==> src/rtl/seven_seg_scan_ctrl_pkg.sv <==
// Shared types and constants for the multiplexed 7-segment scan controller.
// Pure definitions: no logic, no latency, no flow control.
package seven_seg_pkg;

   typedef enum logic [1:0] {
      S_OFF   = 2'd0,
      S_BLANK = 2'd1,
      S_DRIVE = 2'd2
   } scan_state_t;

   localparam logic [6:0] SEG_BLANK = 7'h7F;
   localparam logic       AN_OFF    = 1'b1;
   localparam logic       DP_OFF    = 1'b1;

   // Keeps counters at least one bit wide when a parameter degenerates to 1.
   function automatic int cnt_width(input int n);
      return (n > 1) ? $clog2(n) : 1;
   endfunction

endpackage

==> src/rtl/seven_seg_scan_ctrl_bcd_to_7seg.sv <==
// BCD to active-low 7-segment decoder, segments {g..a}; non-BCD codes go dark.
// Purely combinational, zero latency; no handshake.
module bcd_to_7seg
   import seven_seg_pkg::*;
(
   input  logic [3:0] bcd,
   output logic [6:0] seg
);

   always_comb begin
      seg = SEG_BLANK;
      case (bcd)
         4'd0:    seg = 7'h40;
         4'd1:    seg = 7'h79;
         4'd2:    seg = 7'h24;
         4'd3:    seg = 7'h30;
         4'd4:    seg = 7'h19;
         4'd5:    seg = 7'h12;
         4'd6:    seg = 7'h02;
         4'd7:    seg = 7'h78;
         4'd8:    seg = 7'h00;
         4'd9:    seg = 7'h10;
         default: seg = SEG_BLANK;
      endcase
   end

endmodule

==> src/rtl/seven_seg_scan_ctrl.sv <==
// Time-multiplexed scan of a common-anode active-low display with blank gaps between digits.
// Pins are registered from next-state; loads are held and applied tear-free at frame boundaries.
module seven_seg_scan_ctrl
   import seven_seg_pkg::*;
#(
   parameter int NUM_DIGITS   = 4,
   parameter int REFRESH_DIV  = 100000,
   parameter int BLANK_CYCLES = 1000
)
(
   input  logic                    clk,
   input  logic                    rst_n,
   input  logic                    en,
   input  logic [4*NUM_DIGITS-1:0] value_in,
   input  logic [NUM_DIGITS-1:0]   dp_in,
   input  logic                    lz_suppress,
   input  logic                    load,
   output logic                    pending,
   output logic                    frame_done,
   output logic [NUM_DIGITS-1:0]   an,
   output logic [6:0]              seg,
   output logic                    dp
);

   localparam int CNT_W = cnt_width(REFRESH_DIV);
   localparam int IDX_W = cnt_width(NUM_DIGITS);

   localparam logic [CNT_W-1:0] BLANK_LAST = CNT_W'(BLANK_CYCLES - 1);
   localparam logic [CNT_W-1:0] SLOT_LAST  = CNT_W'(REFRESH_DIV - 1);
   localparam logic [IDX_W-1:0] IDX_LAST   = IDX_W'(NUM_DIGITS - 1);

   typedef logic [NUM_DIGITS-1:0][3:0] digits_t;

   scan_state_t           state_q, state_d;
   logic [IDX_W-1:0]      idx_q, idx_d;
   logic [CNT_W-1:0]      cnt_q, cnt_d;

   digits_t               hold_val_q, hold_val_d;
   logic [NUM_DIGITS-1:0] hold_dp_q, hold_dp_d;
   logic                  hold_lz_q, hold_lz_d;
   digits_t               shadow_val_q, shadow_val_d;
   logic [NUM_DIGITS-1:0] shadow_dp_q, shadow_dp_d;
   logic                  shadow_lz_q, shadow_lz_d;
   logic                  pending_q, pending_d;

   logic                  frame_done_q, frame_done_d;
   logic [NUM_DIGITS-1:0] an_q, an_d;
   logic [6:0]            seg_q, seg_d;
   logic                  dp_q, dp_d;

   logic                  frame_end;
   logic                  xfer;
   logic [NUM_DIGITS-1:0] lz_mask;
   logic                  all_zero;
   logic [3:0]            dec_bcd;
   logic [6:0]            dec_seg;

   always_comb begin
      state_d   = state_q;
      idx_d     = idx_q;
      cnt_d     = cnt_q;
      frame_end = 1'b0;
      if (!en) begin
         state_d = S_OFF;
         idx_d   = '0;
         cnt_d   = '0;
      end else begin
         case (state_q)
            S_OFF: begin
               state_d = S_BLANK;
               idx_d   = '0;
               cnt_d   = '0;
            end
            S_BLANK: begin
               cnt_d = cnt_q + 1'b1;
               if (cnt_q == BLANK_LAST) begin
                  state_d = S_DRIVE;
               end
            end
            S_DRIVE: begin
               if (cnt_q == SLOT_LAST) begin
                  state_d   = S_BLANK;
                  cnt_d     = '0;
                  frame_end = (idx_q == IDX_LAST);
                  idx_d     = frame_end ? '0 : idx_q + 1'b1;
               end else begin
                  cnt_d = cnt_q + 1'b1;
               end
            end
            default: begin
               state_d = S_OFF;
               idx_d   = '0;
               cnt_d   = '0;
            end
         endcase
      end
   end

   // While dark there is no frame to tear, so a captured load moves straight across.
   always_comb begin
      xfer         = pending_q && (frame_end || (state_q == S_OFF));
      hold_val_d   = load ? digits_t'(value_in) : hold_val_q;
      hold_dp_d    = load ? dp_in : hold_dp_q;
      hold_lz_d    = load ? lz_suppress : hold_lz_q;
      pending_d    = load || (pending_q && !xfer);
      shadow_val_d = xfer ? hold_val_q : shadow_val_q;
      shadow_dp_d  = xfer ? hold_dp_q : shadow_dp_q;
      shadow_lz_d  = xfer ? hold_lz_q : shadow_lz_q;
      frame_done_d = frame_end;
   end

   always_comb begin
      lz_mask  = '0;
      all_zero = 1'b1;
      for (int i = NUM_DIGITS - 1; i >= 1; i--) begin
         all_zero   = all_zero && (shadow_val_q[i] == 4'h0);
         lz_mask[i] = shadow_lz_q && all_zero;
      end
   end

   assign dec_bcd = shadow_val_q[idx_d];

   bcd_to_7seg u_dec (
      .bcd (dec_bcd),
      .seg (dec_seg)
   );

   always_comb begin
      an_d  = {NUM_DIGITS{AN_OFF}};
      seg_d = SEG_BLANK;
      dp_d  = DP_OFF;
      if ((state_d == S_DRIVE) && !lz_mask[idx_d]) begin
         an_d[idx_d] = ~AN_OFF;
         seg_d       = dec_seg;
         dp_d        = ~shadow_dp_q[idx_d];
      end
   end

   always_ff @(posedge clk) begin
      if (!rst_n) begin
         state_q      <= S_BLANK;
         idx_q        <= '0;
         cnt_q        <= '0;
         hold_val_q   <= '0;
         hold_dp_q    <= '0;
         hold_lz_q    <= 1'b0;
         shadow_val_q <= '0;
         shadow_dp_q  <= '0;
         shadow_lz_q  <= 1'b0;
         pending_q    <= 1'b0;
         frame_done_q <= 1'b0;
         an_q         <= {NUM_DIGITS{AN_OFF}};
         seg_q        <= SEG_BLANK;
         dp_q         <= DP_OFF;
      end else begin
         state_q      <= state_d;
         idx_q        <= idx_d;
         cnt_q        <= cnt_d;
         hold_val_q   <= hold_val_d;
         hold_dp_q    <= hold_dp_d;
         hold_lz_q    <= hold_lz_d;
         shadow_val_q <= shadow_val_d;
         shadow_dp_q  <= shadow_dp_d;
         shadow_lz_q  <= shadow_lz_d;
         pending_q    <= pending_d;
         frame_done_q <= frame_done_d;
         an_q         <= an_d;
         seg_q        <= seg_d;
         dp_q         <= dp_d;
      end
   end

   assign pending    = pending_q;
   assign frame_done = frame_done_q;
   assign an         = an_q;
   assign seg        = seg_q;
   assign dp         = dp_q;

endmodule

==> config.mk <==
export PLATFORM = sky130hd
export DESIGN_NAME = seven_seg_scan_ctrl
export DESIGN_NICKNAME = d
export VERILOG_FILES = /design/src/rtl/seven_seg_scan_ctrl_pkg.sv /design/src/rtl/seven_seg_scan_ctrl_bcd_to_7seg.sv /design/src/rtl/seven_seg_scan_ctrl.sv
export SDC_FILE = /design/constraint.sdc
export NUM_CORES = 1
export LEC_CHECK = 0
export BUFFER_PORTS_ARGS = -buffer_cell sky130_fd_sc_hd__buf_4
export CAP_MARGIN = 40
export CORE_ASPECT_RATIO = 1.5
export CORE_MARGIN = 5
export CORE_UTILIZATION = 55
export CTS_CLUSTER_DIAMETER = 200
export CTS_CLUSTER_SIZE = 12
export DETAILED_ROUTE_END_ITERATION = 7
export GPL_ROUTABILITY_DRIVEN = 0
export PLACE_DENSITY = 0.76
export REMOVE_ABC_BUFFERS = 1
export SLEW_MARGIN = 20
export SYNTH_ARGS = -nofsm -noshare
export SYNTH_HDL_FRONTEND = slang
export SYNTH_HIERARCHICAL = 1
export SYNTH_SLANG_ARGS = --single-unit
export TNS_END_PERCENT = 30
==> constraint.sdc <==
create_clock -name clk -period 9.3 [get_ports clk]
set_input_delay 2.79 -clock clk [delete_from_list [all_inputs] [get_ports clk]]
set_output_delay 2.79 -clock clk [all_outputs]
set_load 0.005 [all_outputs]
==> flow_summary_export.csv, run 1 <==
group,metric,value,unit
placed_design,port_buffers,38,
setup_path,crit_slowest_cell,"a211o_1",
yosys,synth_common_cells,"dfxtp_1, nor2_1, mux2i_1",
die,start_util,57.1,%
timing,fmaxAchievable,206,MHz
timing,skew,12.5,ps
cts,clkSinkCount,77,
setup_path,cp.required,9530,ps
route,drt-met1-wl,2.61,mm
setup_path,path_class,"input pin to register",
route,dr_wl_met3,282,µm
timing,worstMarginPinSlew,710,ps
final_layout,area_growth,17.2,%
cts,path_clk_slew,70,ps
run,max_cap_violations,0,
timing,hold_ws,455,ps
yosys,post-synth-top-count-cell,"dfxtp_1",
cts,clock_latency,350,ps
setup_path,crit_path_max_fanout,13,
timing,report.final.hold_viol_count,0,
global_route,grt_max_degree,48,
timing,rsz0062_at_grt,"no",
route,viasPerCell,5.45,
die,die_h,106,µm
yosys,netlist_area,3350,µm²
cts,cts-root-buf,"clkbuf_8",
cts,cts_buffer_depth,2,
final_layout,final_nets,424,
global_route,grt_first_pass_wirelength,11.3,mm
setup_path,crit_chain,"buf_4 -> nand2_1 -> a211o_1 -> mux2i_1 -> mux2i_1 -> inv_1 -> ha_1 -> or2_1 -> a21oi_2 -> a31oi_1 -> or2_1",
setup_path,worst_path_dominant_cell_family,"compound AO/OA/AOI/OAI gates",
yosys,yosysUniqueCellTypes,47,
setup_path,crit_buf_inv,2,
route,drc_errors,0,
die,io_pins,39,
timing,post-route-min-period,4850,ps
route,drt_iter0_drc,90,
yosys,synth_area_leaders,"dfxtp_1, mux2i_1, nor2_1",
route,totalWireLength,6.43,mm
cts,hold_buffers,0,
yosys,synth.mux.area_fraction,16.4,%
setup_path,slowest_delay,470,ps
yosys,synth_seq_area_share,46.0,%
timing,period_share,52.1,%
power,p_leak,1.78,nW
yosys,synth.largest_area_cell,"dfxtp_1",
cts,cts_setup_buffers,0,
route,maxUsedRoutingLayer,"met4",
final_layout,instances_no_fill,465,
timing,finalSetupTns,0,ps
route,met2WireLength,3.40,mm
die,core_area,5870,µm²
yosys,synth_ff_type,"dfxtp_1",
timing,slew_headroom,51.3,%
final_layout,drive_gt1_share,15.5,%
cts,tritoncts,"built",
yosys,synth-simple-area-share,19.4,%
power,power_density,173,nW/µm²
global_route,overflow,0,
global_route,grt_pass1_vias,2566,
outcome,status,"completed",
power,power,0.000679,W
placed_design,place_hpwl,4.73,mm
worst_hold_path,hold_class,"register to register",
setup_path,cp_data_arrival_time,5080,ps
yosys,synthCells,351,
route,dr_total_vias,2532,
global_route,antenna_found_initial,0,
yosys,ys_ff_latch,77,
timing,setup_viol,0,
yosys,synth-compound-area-share,6.72,%
yosys,async_flop_share,0,%
final_layout,diodes,0,
yosys,synth_xor_area_share,3.92,%
placed_design,post-place-cells,449,
yosys,synth_warnings,6,
setup_path,worst_setup_path_start_kind,"input pin",
yosys,synth_top_area_share,46.0,%
cts,htreeDepth,3,
cts,cts-resized-gates,0,
setup_path,endpoint_kind,"register",
route,ant_nets,0,
route,dr.pass1.iters,4,
yosys,synth_edf_count,0,
route,wl_per_cell,13.8,µm
die,fp.dieW,73.7,µm
cts,cts_buffers,9,
yosys,synth_area_per_cell,9.55,µm²
yosys,synthAdderAreaFrac,4.11,%
power,irDropWorstVdd,0.156,mV
yosys,synth_top_family_by_area,"simple AND/OR/NAND/NOR gates",
global_route,grt_usage,18.3,%
die,dieArea,7790,µm²
die,row_count,34,
final_layout,fillers,487,
timing,slew_viol_final,0,
cell families (layout without fill, tap and decap cells):
group,after synthesis,count (layout)
flops,77,77
buf+inv,27,69
mux,55,55
fa+ha+maj,11,11
simple gates,135,135
compound gates,31,31
xor+xnor,15,15
through the flow:
stage          utilization, %  setup slack [ps]  instance area (µm²)
2_1_floorplan               -              4000                 3280
3_3_place_gp             62.7              4170                 3680
3_5_place_dp             62.9              4070                 3690
6_report                 66.9              4450                 3930
5_1_grt                  66.9              4240                 3930
4_1_cts                  66.9              4440                 3930
layout by cell type, fill, tap and decap left out, drive strengths merged, types with 4 or more instances in the layout:
cell type,n
xor2,8
mux2i,55
xnor2,7
o21ai,8
nand3,8
buf,41
ha,11
nand2b,5
or2,8
a21oi,6
inv,11
and3,4
nor2,72
dfxtp,77
clkbuf,10
nor4,7
nand2,13
worst paths after layout:
kind | endpoint | depth (start not counted) | start | slack (ps)
max | seg[3] | 11 | en | 4450
min | cnt_q[0] | 1 | cnt_q[0] | 460
max reg2reg | seg[3] | 11 | cnt_q[10] | 5840
min reg2reg | cnt_q[0] | 1 | cnt_q[0] | 460
power by group:
part	leakage, nW	switching [W]	total [W]	internal [W]
Combinational	1.03	0.0000199	0.0000396	0.0000198
Clock	0.116	0.000119	0.000297	0.000178
Sequential	0.626	0.00000503	0.000342	0.000337
Total	1.78	0.000144	0.000679	0.000535
state kept, by name, indices dropped and copies added, names as in the netlist:
register      cells
hold_dp_q         4
seg               7
pending           1
hold_val_q       16
state_q           2
shadow_val_q     16
cnt_q            17
shadow_lz_q       1
frame_done        1
idx_q             2
an                4
shadow_dp_q       4
hold_lz_q         1
dp                1
layer usage:
layer / GRT usage (%) / up-vias
met5: 0 / -
met4: 7.90 / 0
met3: 5.90 / 14
li1: - / 1276
met1: 20.2 / 1198
met2: 31.3 / 44
cell type report:
class                      count  area [µm²]  area share [%]
inverter                      11        41.3            1.05
tap                           72        90.1            2.29
clock inverter                 6         111            2.83
sequential                    77        1540            39.2
clock buffer                  10         128            3.25
timing repair buffer          42         318            8.09
multi-input combinational    247        1700            43.3
Note: power is estimated with default switching activity, not from simulation.
==> run 2, diff against run 1 <==
--- a/config.mk
+++ b/config.mk
@@ -9,12 +9,12 @@
 export CAP_MARGIN = 40
 export CORE_ASPECT_RATIO = 1.5
 export CORE_MARGIN = 5
-export CORE_UTILIZATION = 55
+export CORE_UTILIZATION = 52
 export CTS_CLUSTER_DIAMETER = 200
 export CTS_CLUSTER_SIZE = 12
 export DETAILED_ROUTE_END_ITERATION = 7
 export GPL_ROUTABILITY_DRIVEN = 0
-export PLACE_DENSITY = 0.76
+export PLACE_DENSITY = 0.75
 export REMOVE_ABC_BUFFERS = 1
 export SLEW_MARGIN = 20
 export SYNTH_ARGS = -nofsm -noshare
==> constraint.sdc (replaced) <==
create_clock -name clk -period 3.9 [get_ports clk]
set_input_delay 1.17 -clock clk [delete_from_list [all_inputs] [get_ports clk]]
set_output_delay 1.17 -clock clk [all_outputs]
set_load 0.005 [all_outputs]
==> flow_summary_export.csv, run 2 (synthesis gave the netlist of run 1 again) <==
group,metric,value,unit
outcome,status,"completed",
setup_path,cp_data_arrival_time,3480,ps
cts,clkSinkCount,77,
final_layout,drive_gt1_share,16.2,%
setup_path,endpoint_kind,"register",
placed_design,place_hpwl,4.65,mm
final_layout,largestRegisters,"cnt_q (17), hold_val_q (16), shadow_val_q (16)",
final_layout,diodes,0,
route,viasPerCell,5.30,
timing,finalWorstSetupSlack,654,ps
cts,cts-root-buf,"clkbuf_8",
setup_path,worst_setup_path_start_kind,"register",
timing,finalSetupTns,0,ps
cts,htreeDepth,3,
timing,period_share,83.2,%
placed_design,pre_cts_ws,470,ps
cts,cts_buffer_depth,2,
final_layout,largest_register_ffs,17,
cts,hold_buffers,0,
global_route,grt_usage,16.7,%
worst_hold_path,hold_class,"register to register",
global_route,antenna_found_initial,0,
die,io_pins,39,
timing,slew_viol_final,0,
final_layout,fillers,552,
power,power_density,378,nW/µm²
setup_path,crit_path_max_fanout,13,
final_layout,top_register,"cnt_q",
timing,skew,10.2,ps
setup_path,path_class,"register to register",
global_route,grt_first_pass_wirelength,10.5,mm
timing,worstMarginPinSlew,579,ps
die,row_count,35,
route,drc_errors,0,
timing,slew_headroom,60.3,%
route,ant_nets,0,
route,dr_total_vias,2484,
global_route,overflow,0,
cts,cts_setup_buffers,0,
worst_hold_path,worstHoldStart,"cnt_q[0]",
final_layout,final_nets,426,
final_layout,area_growth,16.5,%
route,drt_iter0_drc,37,
cts,cts_buffers,9,
die,die_h,108,µm
power,p_leak,1.77,nW
run,max_cap_violations,0,
route,wl_per_cell,13.2,µm
final_layout,final_common_cell,"dfxtp_1",
setup_path,regToRegStartpoint,"cnt_q[10]",
setup_path,cp.required,4140,ps
die,fp.dieW,75.6,µm
cts,path_clk_slew,70,ps
placed_design,port_buffers,38,
timing,rsz0062_at_grt,"no",
setup_path,r2r_slack,650,ps
timing,setup_viol,0,
cts,cts-resized-gates,0,
setup_path,r2r_end,"seg[3]",
timing,post-route-min-period,3250,ps
global_route,grt_max_degree,45,
final_layout,utilization,62.8,%
die,dieArea,8180,µm²
timing,report.final.hold_viol_count,0,
power,irDropWorstVdd,0.333,mV
die,start_util,53.9,%
global_route,grt_pass1_vias,2429,
final_layout,layout_common_cells,"dfxtp_1, nor2_1, mux2i_1",
setup_path,reg2reg_depth,9,
route,totalWireLength,6.21,mm
route,dr.pass1.iters,4,
die,core_area,6220,µm²
cts,tritoncts,"built",
cts,clock_latency,350,ps
worst_hold_path,worstHoldEndpoint,"cnt_q[0]",
worst_hold_path,min_path_cells,1,
timing,fmaxAchievable,308,MHz
-- run 2: changes by cell type in the layout (fill, tap and decap cells not counted), sizes merged --
cell | previous run | this run
inv | 11 | 12
bufinv | 3 | 0
clkbuf | 10 | 12
buf | 41 | 43
-- run 2: final cells by class --
cell class              count  area (µm²)  area share, %
multi-input cells         247        1700           43.6
flip-flops and latches     77        1540           39.5
repair buffers             44         333           8.53
clock buffers              12         165           4.23
well taps                  74        92.6           2.37
inverters                  11        41.3           1.06
clock inverters             4        30.0          0.769
-- run 2: report_power, final --
part | switching [W] | internal, W | leakage (nW) | total (W)
clock network | 0.000281 | 0.000285 | 0.0990 | 0.000566
logic | 0.0000472 | 0.0000475 | 1.05 | 0.0000946
registers | 0.0000115 | 0.000804 | 0.626 | 0.000816
-- run 2: per-stage QoR --
step	instances	power (W)	area, µm²	hold WS [ps]
6_report	469	0.00148	3900	450
3_5_place_dp	453	0.000930	3710	444
3_3_place_gp	452	0.000926	3700	438
4_1_cts	469	0.00150	3900	460
5_1_grt	469	0.00155	3900	489
2_1_floorplan	335	0.000887	3280	418
-- run 2: worst max-delay path by stage --
stage	depth (start not counted)	end	slack, ps	from
floorplan	9	seg[3]	220	en
global route	10	seg[1]	280	cnt_q[10]
detailed placement	10	seg[1]	470	en
CTS	10	seg[1]	640	cnt_q[10]
finish	9	seg[3]	650	cnt_q[10]
global placement	9	seg[3]	570	en
-- run 2: layer usage --
layer	GRT usage [%]	vias to the layer above	share of wire, %
li1	-	1285	-
met1	18.8	1141	43
met2	28.3	46	51
met3	4.47	12	4.1
met4	8.38	0	2.4
met5	0	-	0
-- run 2: worst max-delay path: stages, from the launching register on --
cell and delay, ps:
dfxtp_1 450, nor4bb_1 450, a41o_1 330, a211o_1 510, mux2i_1 160, mux2i_1 500
or2b_1 320, a21oi_2 140, a31oi_1 50, or2_1 220
==> run 3, diff against run 2 <==
--- a/config.mk
+++ b/config.mk
@@ -9,12 +9,12 @@
 export CAP_MARGIN = 40
 export CORE_ASPECT_RATIO = 1.5
 export CORE_MARGIN = 5
-export CORE_UTILIZATION = 52
+export CORE_UTILIZATION = 55
 export CTS_CLUSTER_DIAMETER = 200
 export CTS_CLUSTER_SIZE = 12
 export DETAILED_ROUTE_END_ITERATION = 7
 export GPL_ROUTABILITY_DRIVEN = 0
-export PLACE_DENSITY = 0.75
+export PLACE_DENSITY = 0.76
 export REMOVE_ABC_BUFFERS = 1
 export SLEW_MARGIN = 20
 export SYNTH_ARGS = -nofsm -noshare
==> constraint.sdc (replaced) <==
create_clock -name clk -period 3.1 [get_ports clk]
set_input_delay 0.93 -clock clk [delete_from_list [all_inputs] [get_ports clk]]
set_output_delay 0.93 -clock clk [all_outputs]
set_load 0.005 [all_outputs]
==> flow_summary_export.csv, run 3 (synthesis gave the netlist of run 1 again) <==
group,metric,value,unit
outcome,status,"completed",
timing,period_share,93.6,%
timing,slew_headroom,60.8,%
setup_path,cp_data_arrival_time,3140,ps
cts,tritoncts,"built",
setup_path,r2r_end,"seg[6]",
setup_path,reg2reg_depth,12,
timing,slew_viol_final,0,
timing,skew,8.49,ps
die,row_count,34,
cts,cts_buffer_depth,2,
final_layout,area_growth,19.6,%
timing,post-route-min-period,2900,ps
cts,htreeDepth,3,
final_layout,largest_register_ffs,17,
final_layout,top_register,"cnt_q",
route,viasPerCell,5.41,
die,io_pins,39,
global_route,grt_pass1_vias,2542,
die,dieArea,7790,µm²
placed_design,port_buffers,38,
run,max_cap_violations,0,
route,drt_iter0_drc,92,
die,fp.dieW,73.7,µm
placed_design,place_hpwl,4.71,mm
cts,cts_setup_buffers,0,
cts,path_clk_slew,70,ps
final_layout,layout_common_cells,"dfxtp_1, nor2_1, mux2i_1",
final_layout,largestRegisters,"cnt_q (17), hold_val_q (16), shadow_val_q (16)",
power,irDropWorstVdd,0.405,mV
setup_path,endpoint_kind,"register",
setup_path,crit_slowest_cell,"mux2i_1",
final_layout,drive_gt1_share,18.9,%
final_layout,instances_no_fill,475,
route,wl_per_cell,13.8,µm
route,dr.pass1.iters,4,
setup_path,crit_buf_inv,3,
placed_design,post-place-cells,460,
timing,hold_ws,465,ps
global_route,grt_first_pass_wirelength,11.2,mm
global_route,grt_max_degree,45,
cts,clock_latency,350,ps
setup_path,crit_path_max_fanout,9,
timing,worstMarginPinSlew,583,ps
global_route,grt_usage,18.1,%
setup_path,slowest_delay,370,ps
worst_hold_path,worstHoldStart,"cnt_q[0]",
setup_path,worst_path_dominant_cell_family,"simple AND/OR/NAND/NOR gates",
cts,cts_buffers,9,
power,power_density,494,nW/µm²
setup_path,regToRegStartpoint,"cnt_q[11]",
final_layout,final_nets,435,
timing,setup_viol,0,
die,core_area,5870,µm²
setup_path,crit_chain,"nor4_2 -> buf_4 -> a41o_1 -> o311ai_1 -> nor3b_2 -> buf_4 -> buf_4 -> mux2i_1 -> nand2b_1 -> nor2_1 -> nor2_1 -> or2_1",
route,dr_total_vias,2569,
worst_hold_path,hold_class,"register to register",
final_layout,final_common_cell,"dfxtp_1",
global_route,overflow,0,
global_route,antenna_found_initial,0,
cts,cts-root-buf,"clkbuf_8",
worst_hold_path,min_path_cells,1,
setup_path,crit_path_frequent_cell,"buf_4",
cts,clkSinkCount,77,
final_layout,diodes,0,
timing,report.final.hold_viol_count,0,
die,die_h,106,µm
power,p_leak,1.83,nW
setup_path,cp.required,3330,ps
setup_path,worst_setup_path_start_kind,"register",
timing,fmaxAchievable,345,MHz
die,start_util,57.1,%
route,drc_errors,0,
worst_hold_path,worstHoldEndpoint,"cnt_q[0]",
route,totalWireLength,6.54,mm
setup_path,r2r_slack,200,ps
setup_path,path_class,"register to register",
route,ant_nets,0,
## run 3: worst max-delay path by stage
stage	startpoint	to	slack, ps	cells past startpoint
2_1_floorplan	cnt_q[0]	seg[3]	-480	12
3_3_place_gp	en	seg[1]	130	10
3_5_place_dp	en	seg[1]	30	10
4_1_cts	cnt_q[11]	seg[1]	70	11
5_1_grt	state_q[0]	seg[3]	-20	14
6_report	cnt_q[11]	seg[6]	200	12
## run 3: through the flow
step | area (µm²) | setup TNS [ps] | total power (W) | setup WS (ps) | util [%]
4_1_cts | 3990 | 0 | 0.00200 | 70.2 | 68.0
5_1_grt | 4010 | -38.3 | 0.00206 | -17.9 | 68.3
2_1_floorplan | 3280 | -2190 | 0.00112 | -481 | -
6_report | 4010 | 0 | 0.00198 | 198 | 68.3
3_5_place_dp | 3770 | 0 | 0.00117 | 34.9 | 64.2
3_3_place_gp | 3770 | 0 | 0.00117 | 129 | 64.2
## run 3: where the power goes
part | internal, W | total [W] | switching [W]
Sequential | 0.00101 | 0.00103 | 0.0000148
Combinational | 0.0000603 | 0.000121 | 0.0000602
Clock | 0.000473 | 0.000835 | 0.000361
Total | 0.00155 | 0.00198 | 0.000437
## run 3: final cells by class
cell class / instances / area (µm²)
sequential: 77 / 1540
multi-input combinational: 247 / 1720
clock buffer: 10 / 138
clock inverter: 5 / 85.1
inverter: 11 / 41.3
tap: 72 / 90.1
timing repair buffer: 53 / 398
fill: 476 / 1860
## run 3: timing repair
action	4_1_cts	5_1_grt
setup endpoints to repair	0	6
resized for setup	0	5
hold buffers	0	0
## run 3: routing by layer
| layer | global-route usage [%] | wire length, µm | vias to the layer above |
|---|---|---|---|
| met2 | 30.2 | 3330 | 60 |
| li1 | - | - | 1305 |
| met1 | 20.4 | 2760 | 1182 |
| met4 | 10.6 | 195 | 0 |
| met3 | 4.29 | 249 | 22 |
| met5 | 0 | 0 | - |
